`src/rtl/sram_pkg.sv`:
```
// Shared SRAM geometry and the readback transmitter state encoding.
package sram_pkg;

  localparam int ROWS = 16;
  localparam int COLS = 8;

  typedef enum logic [1:0] {
    IDLE  = 2'd0,
    SHIFT = 2'd1,
    GAP   = 2'd2
  } tx_state_t;

endpackage

```
`src/rtl/sram_word_fifo.sv`:
```
// Small synchronous word FIFO; a pop from a full FIFO frees a slot for a push in the same cycle.
module sram_word_fifo #(
  parameter int WIDTH = 8,
  parameter int DEPTH = 2
) (
  input  logic             clk,
  input  logic             rst_n,
  input  logic             push,
  input  logic             pop,
  input  logic [WIDTH-1:0] din,
  output logic [WIDTH-1:0] dout,
  output logic             full,
  output logic             empty
);

  localparam int PTR_W = (DEPTH > 1) ? $clog2(DEPTH) : 1;
  localparam int CNT_W = $clog2(DEPTH + 1);

  logic [WIDTH-1:0] mem_q [DEPTH];
  logic [WIDTH-1:0] mem_d [DEPTH];
  logic [PTR_W-1:0] wr_ptr_q, wr_ptr_d;
  logic [PTR_W-1:0] rd_ptr_q, rd_ptr_d;
  logic [CNT_W-1:0] cnt_q, cnt_d;
  logic             do_push;
  logic             do_pop;

  function automatic logic [PTR_W-1:0] ptr_inc(input logic [PTR_W-1:0] p);
    if (p == PTR_W'(DEPTH - 1)) begin
      return {PTR_W{1'b0}};
    end else begin
      return p + PTR_W'(1);
    end
  endfunction

  assign full    = (cnt_q == CNT_W'(DEPTH));
  assign empty   = (cnt_q == {CNT_W{1'b0}});
  assign do_pop  = pop && !empty;
  assign do_push = push && (!full || do_pop);
  assign dout    = mem_q[rd_ptr_q];

  always_comb begin
    mem_d    = mem_q;
    wr_ptr_d = wr_ptr_q;
    rd_ptr_d = rd_ptr_q;
    cnt_d    = cnt_q;
    if (do_push) begin
      mem_d[wr_ptr_q] = din;
      wr_ptr_d        = ptr_inc(wr_ptr_q);
    end else begin
      wr_ptr_d = wr_ptr_q;
    end
    if (do_pop) begin
      rd_ptr_d = ptr_inc(rd_ptr_q);
    end else begin
      rd_ptr_d = rd_ptr_q;
    end
    case ({do_push, do_pop})
      2'b10:   cnt_d = cnt_q + CNT_W'(1);
      2'b01:   cnt_d = cnt_q - CNT_W'(1);
      default: cnt_d = cnt_q;
    endcase
  end

  always_ff @(posedge clk) begin
    if (!rst_n) begin
      for (int i = 0; i < DEPTH; i++) begin
        mem_q[i] <= {WIDTH{1'b0}};
      end
      wr_ptr_q <= {PTR_W{1'b0}};
      rd_ptr_q <= {PTR_W{1'b0}};
      cnt_q    <= {CNT_W{1'b0}};
    end else begin
      mem_q    <= mem_d;
      wr_ptr_q <= wr_ptr_d;
      rd_ptr_q <= rd_ptr_d;
      cnt_q    <= cnt_d;
    end
  end

endmodule

```
`src/rtl/sram_serial_tx.sv`:
```
// Readback transmitter: buffers SRAM read words and streams each one MSB-first
// on serial_out, each bit held BIT_CYCLES clocks, followed by a one-cycle gap.
module sram_serial_tx #(
  parameter int COLS       = sram_pkg::COLS,
  parameter int BIT_CYCLES = 2
) (
  input  logic            clk,
  input  logic            arst_n,
  input  logic            data_valid,
  input  logic [COLS-1:0] data_out,
  input  logic            hold,
  input  logic            clr_ovf,
  output logic            serial_out,
  output logic            shift_out,
  output logic            frame_start,
  output logic            busy,
  output logic            overflow
);

  import sram_pkg::*;

  localparam int BIT_W = $clog2(COLS + 1);
  localparam int CYC_W = $clog2(BIT_CYCLES + 1);
  localparam logic [BIT_W-1:0] BIT_LAST = BIT_W'(COLS - 1);
  localparam logic [CYC_W-1:0] CYC_LAST = CYC_W'(BIT_CYCLES - 1);

  tx_state_t         state_q, state_d;
  logic [COLS-1:0]   sreg_q, sreg_d;
  logic [BIT_W-1:0]  bit_cnt_q, bit_cnt_d;
  logic [CYC_W-1:0]  cyc_cnt_q, cyc_cnt_d;
  logic              stall_q, stall_d;
  logic              serial_out_q, serial_out_d;
  logic              shift_out_q, shift_out_d;
  logic              frame_start_q, frame_start_d;
  logic              busy_q, busy_d;
  logic              overflow_q, overflow_d;

  logic              pop;
  logic              push_acc;
  logic              drop;
  logic [COLS-1:0]   fifo_dout;
  logic              fifo_full;
  logic              fifo_empty;

  sram_word_fifo #(
    .WIDTH (COLS),
    .DEPTH (2)
  ) u_fifo (
    .clk   (clk),
    .rst_n (arst_n),
    .push  (data_valid),
    .pop   (pop),
    .din   (data_out),
    .dout  (fifo_dout),
    .full  (fifo_full),
    .empty (fifo_empty)
  );

  assign push_acc = data_valid && (!fifo_full || pop);
  assign drop     = data_valid && fifo_full && !pop;

  // Outputs are computed from the next state so they appear registered, one edge after the decision.
  always_comb begin
    state_d   = state_q;
    sreg_d    = sreg_q;
    bit_cnt_d = bit_cnt_q;
    cyc_cnt_d = cyc_cnt_q;
    stall_d   = stall_q;
    pop       = 1'b0;
    case (state_q)
      IDLE: begin
        if (!fifo_empty && !hold) begin
          pop       = 1'b1;
          sreg_d    = fifo_dout;
          bit_cnt_d = {BIT_W{1'b0}};
          cyc_cnt_d = {CYC_W{1'b0}};
          stall_d   = 1'b0;
          state_d   = SHIFT;
        end else begin
          state_d = IDLE;
        end
      end
      SHIFT: begin
        if (stall_q) begin
          stall_d = hold;
        end else if (cyc_cnt_q == CYC_LAST) begin
          sreg_d    = sreg_q << 1;
          bit_cnt_d = bit_cnt_q + BIT_W'(1);
          cyc_cnt_d = {CYC_W{1'b0}};
          if (bit_cnt_q == BIT_LAST) begin
            state_d = GAP;
          end else begin
            stall_d = hold;
          end
        end else begin
          cyc_cnt_d = cyc_cnt_q + CYC_W'(1);
        end
      end
      GAP: begin
        state_d = IDLE;
      end
      default: begin
        state_d = IDLE;
      end
    endcase

    shift_out_d   = (state_d == SHIFT) && !stall_d;
    serial_out_d  = shift_out_d ? sreg_d[COLS-1] : serial_out_q;
    frame_start_d = pop;
    busy_d        = (state_d != IDLE) || !fifo_empty || push_acc;
    if (drop) begin
      overflow_d = 1'b1;
    end else if (clr_ovf) begin
      overflow_d = 1'b0;
    end else begin
      overflow_d = overflow_q;
    end
  end

  // State, datapath and output registers with synchronous active-low reset.
  always_ff @(posedge clk) begin
    if (!arst_n) begin
      state_q       <= IDLE;
      sreg_q        <= {COLS{1'b0}};
      bit_cnt_q     <= {BIT_W{1'b0}};
      cyc_cnt_q     <= {CYC_W{1'b0}};
      stall_q       <= 1'b0;
      serial_out_q  <= 1'b0;
      shift_out_q   <= 1'b0;
      frame_start_q <= 1'b0;
      busy_q        <= 1'b0;
      overflow_q    <= 1'b0;
    end else begin
      state_q       <= state_d;
      sreg_q        <= sreg_d;
      bit_cnt_q     <= bit_cnt_d;
      cyc_cnt_q     <= cyc_cnt_d;
      stall_q       <= stall_d;
      serial_out_q  <= serial_out_d;
      shift_out_q   <= shift_out_d;
      frame_start_q <= frame_start_d;
      busy_q        <= busy_d;
      overflow_q    <= overflow_d;
    end
  end

  assign serial_out  = serial_out_q;
  assign shift_out   = shift_out_q;
  assign frame_start = frame_start_q;
  assign busy        = busy_q;
  assign overflow    = overflow_q;

endmodule

```
`config.mk`:
```
export PLATFORM = sky130hd
export DESIGN_NAME = sram_serial_tx
export DESIGN_NICKNAME = d
export VERILOG_FILES = /design/src/rtl/sram_pkg.sv /design/src/rtl/sram_word_fifo.sv /design/src/rtl/sram_serial_tx.sv
export SDC_FILE = /design/constraint.sdc
export NUM_CORES = 1
export LEC_CHECK = 0
export BUFFER_PORTS_ARGS = -buffer_cell sky130_fd_sc_hd__buf_4
export CORE_MARGIN = 2
export CORE_UTILIZATION = 32
export CTS_BUF_LIST = sky130_fd_sc_hd__clkbuf_4 sky130_fd_sc_hd__clkbuf_8 sky130_fd_sc_hd__clkbuf_16
export DETAILED_ROUTE_END_ITERATION = 10
export PLACE_DENSITY = 0.47
export SLEW_MARGIN = 0
export SYNTH_ARGS = -nofsm -noshare
export SYNTH_HDL_FRONTEND = slang
export SYNTH_SLANG_ARGS = --single-unit
```
`constraint.sdc`:
```
create_clock -name clk -period 2.6 [get_ports clk]
set_clock_uncertainty 0.1 [all_clocks]
set_input_delay 0.52 -clock clk [delete_from_list [all_inputs] [get_ports clk]]
set_output_delay 0.52 -clock clk [all_outputs]
set_load 0.02 [all_outputs]
```
[Word level (Yosys, flattened, before mapping)]
Index checks and enable logic that the tools add are counted.
Storage, ports and cells
  flip-flop bits (word level): 42
  word-level logic and storage cells: 97
  input bits: 13
  output and inout port bits: 5
Cells by class
  add/subtract/negate cells: 6
  eq/ne operators: 10
  multiplexer cells: 35
  magnitude comparators: 3
  bitwise logic cells: 2
  reduce and logical (&&, ||, !) cells: 25
Operator list (number)
  8-bit two-way mux: 7
  16-bit bitwise mux: 1
  8-bit case mux with 2 select lines: 1
  2-bit two-way mux: 6
  4-bit two-way mux: 3
  2-bit case mux with 2 select lines: 3
  1-bit two-way mux: 11
  8-bit demux with 1-bit select: 1
  2-bit by 1-bit equality test with 1-bit output (second input constant): 4
  1-bit logical AND: 8
  4-bit case mux with 2 select lines: 1
  2-bit nonzero test: 4
  2-bit inequality test (second input constant): 3
  1-bit logical NOT: 5
  2-bit by 1-bit adder with 2-bit output (second input constant): 2
  4-bit by 1-bit adder with 4-bit output (second input constant): 1
  2-bit equality test (second input constant): 2
  4-bit by 3-bit equality test with 1-bit output (second input constant): 1
  2-bit greater-or-equal comparator (second input constant): 2
  2-bit logical NOT: 2
  1-bit logical OR: 4
  1-bit NOT with 2-bit output: 2
  4-bit AND reduction: 1
  3-bit AND reduction: 1
  4 further kinds: 5

[Logic depth before layout (Yosys ltp)]
Gate-level depths: netlist (run 1).
  depth after elaboration: 10
  mapped depth: 9
  depth with buffers taken out: 7

[Cells and area by module]
From an unflattened synthesis (run 1), not the netlist that was laid out.
Second synthesis, totals
  cell total of the unflattened synthesis: 188
  area, all modules: 1820.5 um2
By module, submodules not included
  sram_word_fifo: cells an instance 96, instances 1, sequential area each 400.4 um2, area each 928.4 um2
  sram_serial_tx: cells an instance 92, instances 1, sequential area each 440.4 um2, area each 892.1 um2

[Worst setup path before layout (run 1)]
No wires, ideal clock.
  path kind: register -> register
  start: reg u_fifo.cnt_q[0]
  end: reg u_fifo.cnt_q[1]
  arrival: 1.843 ns
  required time: 2.424 ns
  cell stages (with the launch flop): 9
  slack: 0.581 ns
  setup time: 0.076 ns
  clock period less this slack: 2.019 ns
  path buffers: 2
  cell sequence: dfxtp_1 > buf_6 > or2_2 > clkbuf_1 > nand2_1 > inv_2 > ha_1 > or3_1 > a21boi_0
Between the ends
  longest elaborated chain between the ends: 10
  elaborated cells on any way between the ends: 16
  those cells by class: add/sub (2); eq/ne (3); mux (3); reduce/logical (8)
RTL lines
  from (decl): RTL line sram_word_fifo.sv:23  | logic [CNT_W-1:0] cnt_q, cnt_d;
  from (signal assigned): RTL line sram_word_fifo.sv:71  | cnt_q <= {CNT_W{1'b0}};
  from (signal assigned): RTL line sram_word_fifo.sv:76  | cnt_q <= cnt_d;
  2-bit logical NOT *: RTL line sram_word_fifo.sv:36  | assign empty = (cnt_q == {CNT_W{1'b0}});
  1-bit logical NOT *: RTL line sram_word_fifo.sv:37, sram_serial_tx.sv:72
  1-bit logical AND: RTL line sram_serial_tx.sv:72  | if (!fifo_empty && !hold) begin
  1-bit two-way mux: RTL line sram_serial_tx.sv:72
  1-bit two-way mux: RTL line sram_serial_tx.sv:70  | case (state_q)
  1-bit logical AND *: RTL line sram_word_fifo.sv:37  | assign do_pop = pop && !empty;
  named net u_fifo.do_pop: RTL line sram_word_fifo.sv:25  | logic do_pop;
  1-bit logical OR: RTL line sram_word_fifo.sv:38  | assign do_push = push && (!full || do_pop);
  1-bit logical AND: RTL line sram_word_fifo.sv:38
  2-bit by 1-bit equality test with 1-bit output or 2-bit equality test (tied branches): RTL line sram_word_fifo.sv:57  | case ({do_push, do_pop})
  2-bit case mux with 2 select lines or 2-bit nonzero test (tied branches)
The timed path passes the listed nets; every way through them passes the cells marked *.
A chain may end at the register's enable or synchronous reset.

[Final worst setup path (run 1)]
  start: reg u_fifo.cnt_q[1]
  end: reg u_fifo.cnt_q[1]
The elaborated chain is that of the path after synthesis.

==> summary.md, run 1 <==
| Metric | Value |
|---|---|
| Outcome | `finished clean` |
| Util after Layout | `38.5%` |
| RSZ-0062 raised after global routing | `false` |
| # IOs | `18` |
| Area of the core | `5850 um2` |
| Data arrival, critical path | `2250 ps` |
| CP max stage delay | `390 ps` |
| Clock sinks | `42` |
| Post-cts sizing count | `0` |
| Largest net degree at the start of global routing | `41` |
| Worst Tran Pin Value | `677 ps` |
| Main area contributors after synthesis | `dfxtp_1, mux2i_1, nor2b_1` |
| Max-slew violations | `0` |
| Sequential area share after synthesis | `43.9%` |
| Async set or reset register ratio after synthesis | `0%` |
| Inserted Diodes | `0` |
| Routed vias | `1417` |
| Yosys top cell area share | `43.9%` |
| Crit end category | `register` |
| Initial core utilization | `32.8%` |
| Core Rows | `28` |
| Die Y | `81.4 um` |
| Synth top cells by count | `dfxtp_1, nor2b_1, mux2i_1` |
| Synthesized area per cell | `10.1 um2` |
| DRT Pass-1 Iters | `4` |
| Total track usage | `13.4%` |
| Most used DFF post-synth | `dfxtp_1` |
| Synth Instances | `190` |
| Final Cycle Share | `81.7%` |
| Worst setup margin | `476 ps` |
| Max Cap Viol | `0` |
| Hold Vio Cnt, Final | `0` |
| PwrDens | `897 nW/um2` |
| Data required, critical path | `2730 ps` |
| Initial drt markers | `56` |
| Fillers | `590` |
| CTS root buffer | `clkbuf_8` |
| Slowest cell on crit path | `dfxtp_1` |
| Hold Path Class | `reg -> reg` |
| Htree depth | `2` |
| Port Buf Inserts | `17` |
| Clock Tree Buf Depth | `2` |
| Drc violations | `0` |
| Avg WL per Cell | `14.2 um` |
| CTS tree | `yes` |
| Synthesized flop and latch total | `42` |
| Critical path class | `reg -> reg` |
| Setup-failing EPs final | `0` |
| Leakage Power | `0.000909 uW` |
| Post-synth EDFFs | `0` |
| Post-synth net total | `205` |
| Layout cells sized above 1 | `20.7%` |
| TNS Setup | `0 ps` |
| Power Total | `2020 uW` |
| Post-synthesis cell type count | `47` |
| Number of setup buffers added after CTS | `0` |
| Post-synth top area cell | `dfxtp_1` |
| Most common cell in the synthesized netlist | `dfxtp_1` |
| Worst ir drop on vdd | `333 uV` |
| Synth warn | `0` |
| Initial antenna violation count | `0` |
| Die area | `6630 um2` |
| Rel. slew slack | `54.8%` |
| Grt total ovfl | `0` |
| Clk Latency, worst-skew pair | `300 ps` |
| Via/cell ratio | `5.01` |
| CTS Buf Count | `5` |
| Fmax | `471 MHz` |
| WL final | `4020 um` |
| Via count of the first global-routing pass | `1399` |
| Cell breakdown of the critical path | `or2_2 -> nand2_1 -> inv_2 -> ha_1 -> or3_1 -> a21boi_0` |
| Post-Place Setup Slack | `462 ps` |
| Worst-path maximum fanout | `9` |
| Hold buffers post-CTS | `0` |
| Final min period | `2120 ps` |
| Synth-to-layout area growth | `17.6%` |
| Worst-path clk slew | `90 ps` |
| Final ANT Viol Nets | `0` |
| Routability Congestion | `0.775` |
| DP HPWL | `2860 um` |
| Synth Cell Area | `1920 um2` |
| First-pass GRT wire length | `6730 um` |
| Final nets | `222` |
| Worst hold slack | `376 ps` |
| Die Wd | `81.4 um` |
| Startpoint types | `register` |
## where the power goes
| part | switching [uW] | internal [uW] |
|---|---|---|
| Sequential | 98.8 | 727 |
| Clock | 229 | 410 |
| Combinational | 294 | 261 |
## worst paths after layout
kind                                      from                           end  slack (ps)  cells past startpoint
setup / recovery  u_fifo.cnt_q[1]$_SDFFE_PN0P_  u_fifo.cnt_q[1]$_SDFFE_PN0P_         480                      6
hold / removal          sreg_q[6]$_SDFFE_PN0P_        sreg_q[6]$_SDFFE_PN0P_         380                      2
setup reg to reg  u_fifo.cnt_q[1]$_SDFFE_PN0P_  u_fifo.cnt_q[1]$_SDFFE_PN0P_         480                      6
hold reg to reg         sreg_q[6]$_SDFFE_PN0P_        sreg_q[6]$_SDFFE_PN0P_         380                      2
## through the flow
stage,std cells,instance area [um2]
2_1_floorplan,190,1920
3_3_place_gp,275,2110
3_5_place_dp,275,2110
4_1_cts,283,2250
5_1_grt,283,2250
6_report,283,2250
## worst max-delay path: cells and delay by family (launching register included)
kind                     cells  cell delay [ps]
AO/OA/AOI/OAI                1              150
adder cells (fa/ha/maj)      1              360
buffers and inverters        1              140
flip-flops                   1              390
AND/OR/NAND/NOR              3              930
## flip-flops by register name, summed over array words and instances (netlist names), 2 cells and up
| register | cells |
|---|---|
| bit_cnt_q | 4 |
| cyc_cnt_q | 2 |
| sreg_q | 8 |
| state_q | 2 |
| u_fifo.cnt_q | 2 |
| u_fifo.mem_q | 16 |
## per-layer routing
metal,global-route usage [%],up-vias,share of wire (%)
li1,-,712,-
met1,15.9,676,46
met2,22.7,23,49
met3,3.78,6,3.5
met4,4.92,0,1.2
met5,0,-,0
## cell families after synthesis
logic type	share of synthesized area (%)
AO/OA/AOI/OAI	16.3
XOR/XNOR	2.28
adder cells (fa/ha/maj)	1.31
buffers and inverters	2.81
flip-flops	43.9
multiplexers	13.0
AND/OR/NAND/NOR	20.4
## cell type report
type / count / area (um2) / area share, %
multi-input combinational: 136 / 1020 / 45.4
sequential: 42 / 841 / 37.3
timing repair buffer: 19 / 143 / 6.33
tap: 75 / 93.8 / 4.16
clock buffer: 6 / 82.6 / 3.66
clock inverter: 2 / 60.1 / 2.67
inverter: 3 / 11.3 / 0.500
## layout by cell type (no fill, tap or decap), types with 3 or more instances in the layout
cell      netlist  layout
a21boi_0        9       9
a21oi_1         5       5
a22oi_1         8       8
and3_1          4       4
buf_4           0      19
clkbuf_8        0       6
dfxtp_1        42      42
mux2_2          7       7
mux2i_1        17      17
nand2_1         9       9
nand2b_1        3       3
nor2_1          4       4
nor2b_1        22      22
nor3_1          6       6
nor3b_1         3       3
o21ai_0         3       3
xnor2_1         4       4
No activity file was read; power rests on OpenSTA's default activity.
==> run 2: changes to the inputs <==
--- a/config.mk
+++ b/config.mk
@@ -5,12 +5,13 @@
 export SDC_FILE = /design/constraint.sdc
 export NUM_CORES = 1
 export LEC_CHECK = 0
+export ABC_AREA = 1
 export BUFFER_PORTS_ARGS = -buffer_cell sky130_fd_sc_hd__buf_4
 export CORE_MARGIN = 2
 export CORE_UTILIZATION = 32
 export CTS_BUF_LIST = sky130_fd_sc_hd__clkbuf_4 sky130_fd_sc_hd__clkbuf_8 sky130_fd_sc_hd__clkbuf_16
 export DETAILED_ROUTE_END_ITERATION = 10
-export PLACE_DENSITY = 0.47
+export PLACE_DENSITY = 0.49
 export SLEW_MARGIN = 0
 export SYNTH_ARGS = -nofsm -noshare
 export SYNTH_HDL_FRONTEND = slang
==> constraint.sdc (replaced) <==
create_clock -name clk -period 1.75 [get_ports clk]
set_clock_uncertainty 0.1 [all_clocks]
set_input_delay 0.35 -clock clk [delete_from_list [all_inputs] [get_ports clk]]
set_output_delay 0.35 -clock clk [all_outputs]
set_load 0.02 [all_outputs]
==> run 2 against run 1 <==
Via count is 12% higher. Non-clock buffer count rose by 11. Setup slack lost 320 ps. Critical endpoint unchanged. Clock power up 26%. Critical path type unchanged. Sequential cell count stayed put.
==> summary.md, run 2 <==
| Metric | Value |
|---|---|
| Top layer in use | `met4 (unchanged)` |
| Drc violations | `0 (unchanged)` |
| Worst setup margin | `156 ps (was 476 ps)` |
| Setup-failing EPs final | `0 (unchanged)` |
| Grt total ovfl | `0 (unchanged)` |
| Most frequent cells in the layout | `nor2_1, dfxtp_1, nand2_1 (was dfxtp_1, nor2b_1, buf_4)` |
| Total track usage | `14.6% (was 13.4%)` |
| Inserted Diodes | `0 (unchanged)` |
| Clock Tree Buf Depth | `2 (unchanged)` |
| Worst hold slack | `176 ps (was 376 ps)` |
| Async set or reset register ratio after synthesis | `0% (unchanged)` |
| Util after Layout | `40.3% (was 38.5%)` |
| Initial antenna violation count | `0 (unchanged)` |
| Final nets | `289 (was 222)` |
| Most common cell in the synthesized netlist | `nor2_1 (was dfxtp_1)` |
| Worst-case reg-to-reg path depth | `9 (was 6)` |
| Synth-to-layout area growth | `21.7% (was 17.6%)` |
| Via/cell ratio | `4.57 (was 5.01)` |
| Largest net degree at the start of global routing | `21 (was 41)` |
| Final min period | `1590 ps (was 2120 ps)` |
| Worst-path clk slew | `90 ps (about the same)` |
| Synth Cell Area | `1810 um2 (was 1920 um2)` |
| Combinational power share | `27.5% (about the same)` |
| Psw | `857 uW (was 622 uW)` |
| Synthesized area per cell | `7.45 um2 (was 10.1 um2)` |
| Clk Latency, worst-skew pair | `300 ps (about the same)` |
| Most used DFF post-synth | `dfxtp_1 (unchanged)` |
| Power Internal | `1830 uW (was 1400 uW)` |
| Fmax | `627 MHz (was 471 MHz)` |
| First-pass GRT wire length | `7000 um (was 6730 um)` |
| Top reg by flops | `u_fifo.mem_q (unchanged)` |
| Max-slew violations | `0 (unchanged)` |
| WL final | `4040 um (was 4020 um)` |
| Post-synth net total | `258 (was 205)` |
| Htree depth | `2 (unchanged)` |
| Worst ir drop on vdd | `417 uV (was 333 uV)` |
| Wl on met1 | `1990 um (was 1850 um)` |
| Met3 wire length | `146 um (was 142 um)` |
| Commonest non-fill, non-tap cell in the layout | `nor2_1 (was dfxtp_1)` |
| Leakage Power | `0.000935 uW (was 0.000909 uW)` |
| RSZ-0062 raised after global routing | `false (unchanged)` |
| TNS Setup | `0 ps (unchanged)` |
| Synth Area in Adders | `1.38% (was 1.31%)` |
| Main area contributors after synthesis | `dfxtp_1, nor2_1, nand2_1 (was dfxtp_1, mux2i_1, nor2b_1)` |
| Via count of the first global-routing pass | `1519 (was 1399)` |
| Synth Area in XOR/XNOR | `0% (was 2.28%)` |
| Post-synth EDFFs | `0 (unchanged)` |
| Die area | `6280 um2 (was 6630 um2)` |
| Crit end category | `register (unchanged)` |
| CTS tree | `yes (unchanged)` |
| Hold Path Class | `in -> reg (was reg -> reg)` |
| Outcome | `finished clean (unchanged)` |
| Worst r2r src | `state_q[1]$_SDFF_PN0_ (was u_fifo.cnt_q[1]$_SDFFE_PN0P_)` |
| CTS root buffer | `clkbuf_8 (unchanged)` |
| Biggest regs | `u_fifo.mem_q x16, sreg_q x8, bit_cnt_q x4 (unchanged)` |
| Initial drt markers | `58 (was 56)` |
| Routed vias | `1587 (was 1417)` |
| Synth top cells by count | `nor2_1, dfxtp_1, nand2_1 (was dfxtp_1, nor2b_1, mux2i_1)` |
| Worst-path maximum fanout | `4 (was 9)` |
| Largest family of logic cells by synthesized area | `simple AND/OR/NAND/NOR gates (unchanged)` |
| Clock network power share | `30.0% (was 31.6%)` |
| PwrDens | `1220 nW/um2 (was 897 nW/um2)` |
| Yosys top cell area share | `46.4% (was 43.9%)` |
| Hold depth | `3 (was 2)` |
| Clock sinks | `42 (unchanged)` |
| Final ANT Viol Nets | `0 (unchanged)` |
| Synth Instances | `243 (was 190)` |
| R2R setup slack | `160 ps (was 480 ps)` |
| Max Cap Viol | `0 (unchanged)` |
| Routability Congestion | `0.766 (was 0.775)` |
| Post-placement cell count | `338 (was 275)` |
| Startpoint types | `register (unchanged)` |
| DRT Pass-1 Iters | `4 (unchanged)` |
| CTS Buf Count | `5 (unchanged)` |
| Port Buf Inserts | `17 (unchanged)` |
| # IOs | `18 (unchanged)` |
| Mux cell area share after synthesis | `0% (was 13.0%)` |
| Initial core utilization | `33.1% (was 32.8%)` |
| Final Cycle Share | `91.1% (was 81.7%)` |
| Number of flip-flops in the largest register | `16 (unchanged)` |
| Die Y | `79.2 um (was 81.4 um)` |
| Die Wd | `79.2 um (was 81.4 um)` |
| Fin cells | `347 (was 283)` |
| Layout cells sized above 1 | `21.5% (was 20.7%)` |
| Synthesized flop and latch total | `42 (unchanged)` |
| DP HPWL | `2950 um (was 2860 um)` |
| CP endpoint | `u_fifo.cnt_q[1]$_SDFFE_PN0P_ (unchanged)` |
| Setup crit start | `state_q[1]$_SDFF_PN0_ (was u_fifo.cnt_q[1]$_SDFFE_PN0P_)` |
| Rel. slew slack | `72.6% (was 54.8%)` |
| Core Rows | `27 (was 28)` |
| Critical path class | `reg -> reg (unchanged)` |
| Capture point of the worst reg-to-reg path | `u_fifo.cnt_q[1]$_SDFFE_PN0P_ (unchanged)` |
| Sw Share | `31.9% (was 30.8%)` |
| Data arrival, critical path | `1690 ps (was 2250 ps)` |
| Sequential area share after synthesis | `46.4% (was 43.9%)` |
| Worst Tran Pin Value | `410 ps (was 677 ps)` |
| Post-synth top area cell | `dfxtp_1 (unchanged)` |
| Flop pwr share | `42.6% (was 40.9%)` |
| Synth Area in Simple Gates | `29.0% (was 20.4%)` |
| Avg WL per Cell | `11.7 um (was 14.2 um)` |
| Area of the core | `5470 um2 (was 5850 um2)` |
| Hold Vio Cnt, Final | `0 (unchanged)` |
| Data required, critical path | `1840 ps (was 2730 ps)` |
| Post-synthesis cell type count | `28 (was 47)` |
| Compound-Gate Fraction of Synth Area | `15.4% (was 16.3%)` |
| Wire length on met2 | `1830 um (was 1980 um)` |
| Post-Place Setup Slack | `11.0 ps (was 462 ps)` |
| Synth warn | `0 (unchanged)` |
## run 2: changes by cell type after synthesis, sizes merged, moves of 11 or more
cell / previous run / this run
mux2i: 17 / 0
inv: 3 / 24
nand2: 9 / 46
nor2b: 22 / 0
nand3: 2 / 13
nor2: 4 / 49
a21oi: 5 / 23
o21ai: 3 / 25
## run 2: critical path: stages, from the launching register on
cell     delay (ps)
dfxtp_1         320
nor2_2          130
nand3_2         130
nand3_2         100
nand2_4          50
ha_1            290
a21oi_1         120
o21ai_1          90
o21ai_1         120
a21oi_1          50
## run 2: what timing repair did
action,4_1_cts,5_1_grt
gates resized for setup,0,4
buffers inserted,0,1
endpoints found under the setup margin,0,1
hold buffers,0,0
## run 2: per-layer routing
| layer | vias up | global-route usage [%] |
|---|---|---|
| li1 | 845 | - |
| met1 | 710 | 19.1 |
| met2 | 25 | 23.4 |
| met3 | 7 | 3.07 |
| met4 | 0 | 6.21 |
| met5 | - | 0 |
## run 2: kinds of logic (layout without fill, tap and decap cells)
| kind of cell | count (synthesis) | after routing |
|---|---|---|
| simple gates | 114 | 114 |
| fa+ha+maj | 2 | 2 |
| compound gates | 53 | 53 |
| flops | 42 | 42 |
| buf+inv | 32 | 64 |
## run 2: power groups by stage
| stage | sequential, uW | clock (uW) | combinational, uW |
|---|---|---|---|
| after global placement | 1160 | 0 | 735 |
| after floorplan | 1180 | 0 | 462 |
| after detailed placement | 1160 | 0 | 733 |
| final | 1140 | 804 | 737 |
| after global routing | 1160 | 871 | 845 |
| after CTS | 1140 | 827 | 735 |
## run 2: worst min-delay path by stage
| stage | startpoint | endpoint | slack [ps] |
|---|---|---|---|
| after detailed placement | cyc_cnt_q[1]$_SDFFE_PN0P_ | cyc_cnt_q[1]$_SDFFE_PN0P_ | 350 |
| after global placement | cyc_cnt_q[1]$_SDFFE_PN0P_ | cyc_cnt_q[1]$_SDFFE_PN0P_ | 340 |
| final | data_out[0] | u_fifo.mem_q[0]$_SDFFE_PN0P_ | 180 |
| after global routing | data_out[0] | u_fifo.mem_q[8]$_SDFFE_PN0P_ | 180 |
| after CTS | data_out[7] | u_fifo.mem_q[7]$_SDFFE_PN0P_ | 180 |
| after floorplan | cyc_cnt_q[1]$_SDFFE_PN0P_ | cyc_cnt_q[1]$_SDFFE_PN0P_ | 320 |
## run 2: final cells by class
| type | count | area (um2) |
|---|---|---|
| clock inverters | 1 | 30.0 |
| fillers | 614 | 3270 |
| multi-input cells | 169 | 830 |
| flip-flops and latches | 42 | 843 |
| inverters | 26 | 101 |
| clock buffers | 7 | 83.8 |
| well taps | 72 | 90.1 |
| repair buffers | 30 | 225 |
## run 2: stage by stage
stage,total power (uW),area [um2]
2_1_floorplan,1640,1810
3_3_place_gp,1900,2080
3_5_place_dp,1890,2080
4_1_cts,2700,2190
5_1_grt,2870,2200
6_report,2680,2200
==> run 3: changes to the inputs <==
--- a/config.mk
+++ b/config.mk
@@ -11,7 +11,7 @@
 export CORE_UTILIZATION = 32
 export CTS_BUF_LIST = sky130_fd_sc_hd__clkbuf_4 sky130_fd_sc_hd__clkbuf_8 sky130_fd_sc_hd__clkbuf_16
 export DETAILED_ROUTE_END_ITERATION = 10
-export PLACE_DENSITY = 0.49
+export PLACE_DENSITY = 0.57
 export SLEW_MARGIN = 0
 export SYNTH_ARGS = -nofsm -noshare
 export SYNTH_HDL_FRONTEND = slang
==> run 3 against run 2 <==
Final area decreased by 2.7%. Sequential cell count is the same. Count of clock-buffer cells in the layout shrank 2. Sequential share of layout area grew 1.1 points. Setup slack gained 45 ps. Maximum frequency grew 2.9%. Wire length down 5.3%. Critical path type unchanged. Critical endpoint unchanged. Highest routed layer unchanged.
==> summary.md, run 3 (synthesized netlist as in run 2, its figures left out) <==
| Metric | Value |
|---|---|
| Worst Tran Pin Value | `278 ps (was 410 ps)` |
| Via count of the first global-routing pass | `1521 (was 1519)` |
| CTS root buffer | `clkbuf_8 (unchanged)` |
| Outcome | `finished clean (unchanged)` |
| PwrDens | `1140 nW/um2 (was 1220 nW/um2)` |
| Final nets | `284 (was 289)` |
| Grt total ovfl | `0 (unchanged)` |
| Avg WL per Cell | `11.2 um (was 11.7 um)` |
| Htree depth | `2 (unchanged)` |
| Register cell area after layout | `845 um2 (was 843 um2)` |
| Die Y | `79.2 um (unchanged)` |
| Multi-input combinational cell area | `842 um2 (was 830 um2)` |
| WL final | `3830 um (was 4040 um)` |
| Initial drt markers | `79 (was 58)` |
| Placed Instance Area | `2050 um2 (was 2080 um2)` |
| CTS Buf Count | `5 (unchanged)` |
| Routed vias | `1556 (was 1587)` |
| Total track usage | `13.6% (was 14.6%)` |
| Via/cell ratio | `4.56 (was 4.57)` |
| Initial core utilization | `33.1% (unchanged)` |
| Setup-failing EPs final | `0 (unchanged)` |
| Clock sinks | `42 (unchanged)` |
| Top reg by flops | `u_fifo.mem_q (unchanged)` |
| Inserted Diodes | `0 (unchanged)` |
| Layout cells sized above 1 | `20.4% (was 21.5%)` |
| Worst hold slack | `188 ps (was 176 ps)` |
| Commonest non-fill, non-tap cell in the layout | `nor2_1 (unchanged)` |
| Number of setup buffers added after CTS | `0 (unchanged)` |
| Startpoint types | `register (unchanged)` |
| Fmax | `646 MHz (was 627 MHz)` |
| Most frequent cells in the layout | `nor2_1, nand2_1, dfxtp_1 (was nor2_1, dfxtp_1, nand2_1)` |
| Worst-path clk slew | `80 ps (was 90 ps)` |
| Leakage Power | `0.000895 uW (was 0.000935 uW)` |
| Clock Tree Buf Depth | `2 (unchanged)` |
| Final ANT Viol Nets | `0 (unchanged)` |
| RSZ-0062 raised after global routing | `false (unchanged)` |
| Final Cycle Share | `88.5% (was 91.1%)` |
| Max Cap Viol | `0 (unchanged)` |
| Die Wd | `79.2 um (unchanged)` |
| Drc violations | `0 (unchanged)` |
| Core Rows | `27 (unchanged)` |
| Post-Layout Inst Area | `2140 um2 (was 2200 um2)` |
| Data arrival, critical path | `1630 ps (was 1690 ps)` |
| # IOs | `18 (unchanged)` |
| Data required, critical path | `1830 ps (was 1840 ps)` |
| Rel. slew slack | `81.5% (was 72.6%)` |
| First-pass GRT wire length | `6720 um (was 7000 um)` |
| Initial antenna violation count | `0 (unchanged)` |
| Fillers | `617 (was 614)` |
| Number of flip-flops in the largest register | `16 (unchanged)` |
| DRT Pass-1 Iters | `4 (unchanged)` |
| Hold Path Class | `in -> reg (unchanged)` |
| Critical path class | `reg -> reg (unchanged)` |
| Crit end category | `register (unchanged)` |
| Largest net degree at the start of global routing | `21 (unchanged)` |
| DP HPWL | `2740 um (was 2950 um)` |
| Area of the core | `5470 um2 (unchanged)` |
| Worst-path maximum fanout | `5 (was 4)` |
| Biggest regs | `u_fifo.mem_q x16, sreg_q x8, bit_cnt_q x4 (unchanged)` |
| Worst ir drop on vdd | `557 uV (was 417 uV)` |
| Synth-to-layout area growth | `18.5% (was 21.7%)` |
| Routability Congestion | `0.745 (was 0.766)` |
| CTS tree | `yes (unchanged)` |
| Max-slew violations | `0 (unchanged)` |
| Port Buf Inserts | `17 (unchanged)` |
| Die area | `6280 um2 (unchanged)` |
| Clk Latency, worst-skew pair | `290 ps (was 300 ps)` |
| Final min period | `1550 ps (was 1590 ps)` |
| Hold Vio Cnt, Final | `0 (unchanged)` |
run 3: cell count changes in the layout (fill, tap and decap cells not counted):
cell	delta
ha_1	-1
clkinv_2	+2
buf_4	-5
clkbuf_4	-2
dfxtp_1	-1
dfxtp_2	+1
bufinv_16	-1
ha_4	+1
run 3: path summary, 6_finish.rpt:
kind,from,to,slack (ps),depth (start not counted)
worst max-delay path,u_fifo.cnt_q[0]$_SDFFE_PN0P_,u_fifo.cnt_q[1]$_SDFFE_PN0P_,200,10
worst min-delay path,data_out[6],u_fifo.mem_q[14]$_SDFFE_PN0P_,190,3
worst max register to register,u_fifo.cnt_q[0]$_SDFFE_PN0P_,u_fifo.cnt_q[1]$_SDFFE_PN0P_,200,10
worst min register to register,u_fifo.mem_q[10]$_SDFFE_PN0P_,u_fifo.mem_q[10]$_SDFFE_PN0P_,360,2
run 3: repair_timing:
action,in CTS,in global routing
endpoints found under the setup margin,0,1
resized for setup,0,6
hold buffers,0,0
run 3: metal layers:
metal	vias to the layer above	GRT usage, %	share of wire [%]
li1	835	-	-
met1	691	17.3	48
met2	25	22.1	47
met3	5	3.75	4.6
met4	0	5.00	1.1
met5	-	0	0
run 3: final cells by class:
cell class / instances / area share [%]
Multi-Input combinational cell: 169 / 39.3
Clock inverter: 2 / 0.467
Timing Repair Buffer: 25 / 8.75
Clock buffer: 5 / 3.21
Inverter: 26 / 4.73
Tap cell: 72 / 4.20
Sequential cell: 42 / 39.4
run 3: power breakdown:
group	internal, uW	switching, uW
combinational	274	434
clock	268	322
sequential	1080	73.0
run 3: through the flow:
stage               power, uW  util, %  TNS [ps]  cells  worst slack [ps]
global placement         1860     37.4         0    334              29.6
CTS                      2470     38.9         0    341              32.6
finish                   2450     39.2         0    341               201
global route             2640     39.2         0    341              30.2
detailed placement       1870     37.4     -5.90    334             -5.90
floorplan                1640        -         0    243              84.6
run 3: critical path, cell delays in order, from the launching register on:
cell and delay (ps):
dfxtp_2 330, inv_2 80, nand2_1 70, nand3_2 110, nand3_2 100, nand2_4 80
ha_4 200, a21oi_1 110, o21ai_1 100, o21ai_1 120, a21oi_1 50
